**src/rtl/serial_frame_tx.sv**
```systemverilog
// Serial frame transmitter: start bit (low), 2-bit port, LEN_W-bit length, N data bits, then one high guard bit.
// All fields go out MSB first, one bit per clkEn tick.
module serial_frame_tx #(
  parameter int LEN_W  = 4,
  parameter int DATA_W = 15
) (
  input  logic              clk,
  input  logic              rst,
  input  logic              clkEn,
  input  logic              start,
  input  logic [1:0]        port,
  input  logic [LEN_W-1:0]  len,
  input  logic [DATA_W-1:0] data,
  output logic              serOut,
  output logic              busy,
  output logic              done
);

  typedef enum logic [2:0] {
    IDLE,
    START,
    ADDR,
    LEN,
    DATA,
    GUARD
  } state_t;

  localparam int SH_W = 2 + LEN_W + DATA_W;

  state_t            state;
  logic [LEN_W-1:0]  cnt;
  logic [LEN_W-1:0]  nbits;
  logic [SH_W-1:0]   shreg;
  logic [DATA_W-1:0] data_aligned;
  logic [31:0]       shamt;

  // Left-justify the payload so data[N-1] sits right behind the length field
  // and the unused upper bits fall off the top.
  assign shamt        = DATA_W - 32'(len);
  assign data_aligned = data << shamt;

  always_ff @(posedge clk or posedge rst) begin
    if (rst) begin
      state  <= IDLE;
      cnt    <= '0;
      nbits  <= '0;
      shreg  <= '0;
      serOut <= 1'b1;
      busy   <= 1'b0;
      done   <= 1'b0;
    end else begin
      done <= 1'b0;
      if (clkEn) begin
        case (state)
          IDLE: begin
            if (start && (len != '0)) begin
              shreg  <= {port, len, data_aligned};
              nbits  <= len;
              serOut <= 1'b0;
              busy   <= 1'b1;
              state  <= START;
            end
          end
          START: begin
            serOut <= shreg[SH_W-1];
            shreg  <= shreg << 1;
            cnt    <= LEN_W'(1);
            state  <= ADDR;
          end
          ADDR: begin
            // cnt counts the bits of the current field still to come after the one on the line
            serOut <= shreg[SH_W-1];
            shreg  <= shreg << 1;
            if (cnt == '0) begin
              cnt   <= LEN_W'(LEN_W - 1);
              state <= LEN;
            end else begin
              cnt <= cnt - 1'b1;
            end
          end
          LEN: begin
            serOut <= shreg[SH_W-1];
            shreg  <= shreg << 1;
            if (cnt == '0) begin
              cnt   <= nbits - 1'b1;
              state <= DATA;
            end else begin
              cnt <= cnt - 1'b1;
            end
          end
          DATA: begin
            if (cnt == '0) begin
              serOut <= 1'b1;
              done   <= 1'b1;
              state  <= GUARD;
            end else begin
              serOut <= shreg[SH_W-1];
              shreg  <= shreg << 1;
              cnt    <= cnt - 1'b1;
            end
          end
          GUARD: begin
            busy  <= 1'b0;
            state <= IDLE;
          end
          default: begin
            serOut <= 1'b1;
            busy   <= 1'b0;
            state  <= IDLE;
          end
        endcase
      end
    end
  end

endmodule

```
**config.mk**
```make
export PLATFORM = sky130hd
export DESIGN_NAME = serial_frame_tx
export DESIGN_NICKNAME = d
export VERILOG_FILES = /design/src/rtl/serial_frame_tx.sv
export SDC_FILE = /design/constraint.sdc
export NUM_CORES = 1
export LEC_CHECK = 0
export CELL_PAD_IN_SITES_DETAIL_PLACEMENT = 1
export CELL_PAD_IN_SITES_GLOBAL_PLACEMENT = 1
export CORE_ASPECT_RATIO = 1.2
export CORE_MARGIN = 8
export CORE_UTILIZATION = 45
export CTS_BUF_LIST = sky130_fd_sc_hd__clkbuf_4
export DETAILED_ROUTE_END_ITERATION = 8
export PLACE_DENSITY = 0.8
export SLEW_MARGIN = 20
export SYNTH_ARGS = -nofsm -noshare
export SYNTH_HDL_FRONTEND = slang
export SYNTH_SLANG_ARGS = --single-unit
```
**constraint.sdc**
```tcl
create_clock -name clk -period 2.4 [get_ports clk]
set_input_delay 0.48 -clock clk [delete_from_list [all_inputs] [get_ports clk]]
set_output_delay 0.48 -clock clk [all_outputs]
set_load 0.02 [all_outputs]
```
==> results of run 1 <==
## flip-flops by register name (all words and copies together), names as in the netlist
name	cells
state	3
busy	1
serOut	1
shreg	21
cnt	4
nbits	4
done	1
## Yosys cell counts (2+ instances only)
cell	count	share of area
nor3_1	6	0.012
a32oi_1	4	0.014
o21bai_1	2	0.0058
nand2b_1	3	0.0073
xor2_1	2	0.0068
a21oi_1	13	0.025
dfrtp_1	34	0.33
nand3_1	5	0.0097
mux2_2	7	0.031
a221oi_1	3	0.010
ha_1	3	0.015
buf_6	3	0.013
nand4_1	2	0.0048
a31oi_1	6	0.015
clkbuf_1	5	0.0073
mux2i_1	11	0.043
a21o_1	3	0.0087
buf_2	12	0.023
nor2_1	25	0.036
xnor2_1	3	0.010
o22ai_1	2	0.0048
mux4_2	10	0.087
nand2_1	40	0.058
o31ai_1	5	0.015
o21ai_0	26	0.050
a211oi_1	7	0.020
buf_4	5	0.015
inv_1	8	0.012
nor2b_1	6	0.015
## critical path, delay by kind of cell
kind                   cells  cell delay, ns
and+or+nand+nor            1            0.43
buffers and inverters      2            0.74
AOI/OAI and AO/OA          3            0.38
muxes                      1            0.37
## cell usage in the layout (no fill, tap or decap), types with 2 or more instances in the layout
master / n
a21oi_1: 13
o31ai_1: 5
xnor2_1: 3
ha_1: 3
o21ai_0: 26
o22ai_1: 2
nor2_1: 25
a21o_1: 3
dfrtp_1: 34
a32oi_1: 4
mux2i_1: 11
a211oi_1: 7
nand3_1: 5
nor2b_1: 6
clkinv_1: 2
inv_1: 8
mux2_2: 7
clkdlybuf4s50_1: 27
xor2_1: 2
nor3_1: 6
a31oi_1: 6
clkbuf_4: 6
buf_4: 23
a221oi_1: 3
o21bai_1: 2
mux4_2: 10
nand4_1: 2
nand2b_1: 3
nand2_1: 40
## cell type report
class                   count  area, µm²  share of cell area
diodes                      1       2.50            0.000827
clock buffers               6       45.0              0.0149
clock inverters             2       7.51             0.00248
inverters                   8       30.0             0.00992
multi-input cells         217       1520               0.503
flip-flops and latches     35        877               0.290
well taps                  64       80.1              0.0265
repair buffers             51        463               0.153
## worst min-delay path by stage
stage	endpoint	depth (start not counted)	start
floorplan	shreg[9]	2	shreg[9]
global placement	serOut	2	serOut
detailed placement	serOut	2	serOut
CTS	serOut	2	serOut
global route	serOut	2	serOut
finish	serOut	2	serOut
## where the power goes
part	total [µW]	leakage, µW	switching, µW	internal [µW]
logic	1240	0.000804	679	558
clock network	327	0.0000307	207	120
registers	1030	0.000421	198	836
## cells by family after synthesis
| kind of cell | share of synthesized area |
|---|---|
| compound gates | 0.220 |
| buf+inv | 0.0717 |
| xor+xnor | 0.0170 |
| mux | 0.160 |
| flops | 0.339 |
| fa+ha+maj | 0.0145 |
| simple gates | 0.177 |
## metal layers
| layer | track usage | part of all wire | up-vias |
|---|---|---|---|
| li1 | - | - | 1112 |
| met5 | 0 | 0 | - |
| met4 | 0.0673 | 0.016 | 0 |
| met1 | 0.229 | 0.46 | 1178 |
| met3 | 0.0283 | 0.039 | 15 |
| met2 | 0.296 | 0.49 | 71 |
## metrics by stage
step / cells / TNS (ns)
detailed placement: 375 / -0.227
floorplan: 286 / 0
CTS: 383 / 0
finish: 384 / 0
global route: 384 / 0
global placement: 375 / -0.00566
==> results.cfg, run 1 <==
[status]
status = finished, final reports clean

[floorplanning]
rows = 30
io_pins = 28
chipWidth_um = 85.2
coreArea_um2 = 5590
start_util = 0.462
dieArea_um2 = 8430
die_h_um = 99.0

[setup_path]
worstSetupStartpointType = primary input
rr_worst_depth = 8
crit_type = in -> reg
timing.rr.start = cnt[0]
reg2reg_slack_ns = 0.27
cpPeakStageDelay_ns = 0.55
cp.arrival_ns = 2.42
r2r_end = shreg[11]
startpoint = len[1]
cpMaxStageDelayCell = clkdlybuf4s50_1
critical_path.max_fanout = 19
worstPathRequired_ns = 2.65
critPathCapture = shreg[12]
cp-end-kind = flip-flop
crit_chain = clkdlybuf4s50_1 -> buf_12 -> mux2i_1 -> o22ai_1 -> or4_1 -> o211ai_1 -> o21ai_0

[global_routing]
groute.usage.overall = 0.180
overflow = 0
grt_pass1_vias = 2485
antenna_found_initial = 1
grt_max_degree = 36
grt_pass1_wl_um = 12200

[clock_network]
cts_max_level = 2
ctsRootBufferMaster = clkbuf_4
cts.sink_count = 35
cts_hold_buffers = 0
cts_buffer_depth = 2
clk-insertion-delay-late_ns = 0.35
cts_tree = done
cts_buffers = 5
postCtsSetupRepairBufs = 0
cts_resized = 0
clkTransAtPathRegs_ns = 0.12

[cells_and_area]
utilization = 0.541
layout-drive-gt1-share = 0.176
area_growth_pct = 17.1
fillerInstances = 673
nets = 346
stdcell_area_um2 = 3030

[power_and_ir_drop]
ir_drop_mv = 0.328
total_power_uw = 2600
power_density_nw_per_um2 = 858
p_leak_uw = 0.00126

[sta]
slew_violations = 0
setup_viol = 0
fin_skew_ns = 0.0198
timing.fmax_mhz = 460
fin_hold_ws_ns = 0.479
final-hold-violation-count = 0
rsz0062_at_grt = no
relSlewSlack = 0.653
tightest_slew_ns = 0.520
post-route-period-util = 0.905
setup_ws_ns = 0.228
finalCriticalPeriod_ns = 2.17

[placement]
pre_cts_ws_ns = -0.137
hpwl_um = 5300
place.gp.congestion = 0.811
place_area_um2 = 2970
numPortBuffers = 27

[yosys]
synth_cell_types = 54
synth_ff_type = dfrtp_1
syn_nets = 314
synthArstFlopShare = 1.00
synth-seq-area-share = 0.339
synth_area_um2 = 2580
avgSynthCellArea_um2 = 9.03
yosysWarnings = 0
ys_ff_latch = 35
synth_cells = 286
synth-edff-count = 0

[routing]
wl_um = 7160
drc = 0
avgViaCountPerCell = 6.19
drt_pre_antenna_iters = 5
wl_per_cell_um = 18.6
vias = 2376
drtIter0Drc = 97
drtAntennaViolNets = 0

[min_path]
hold_class = reg -> reg

[job]
cap_viol_max_count = 0
Power figures use the tool's default switching activity.
==> inputs of run 2 (changes only) <==
Settings changed: GPL_TIMING_DRIVEN set to 1.
==> results of run 2 <==
No change in the layout: final DEF, timing and power equal those of run 1.
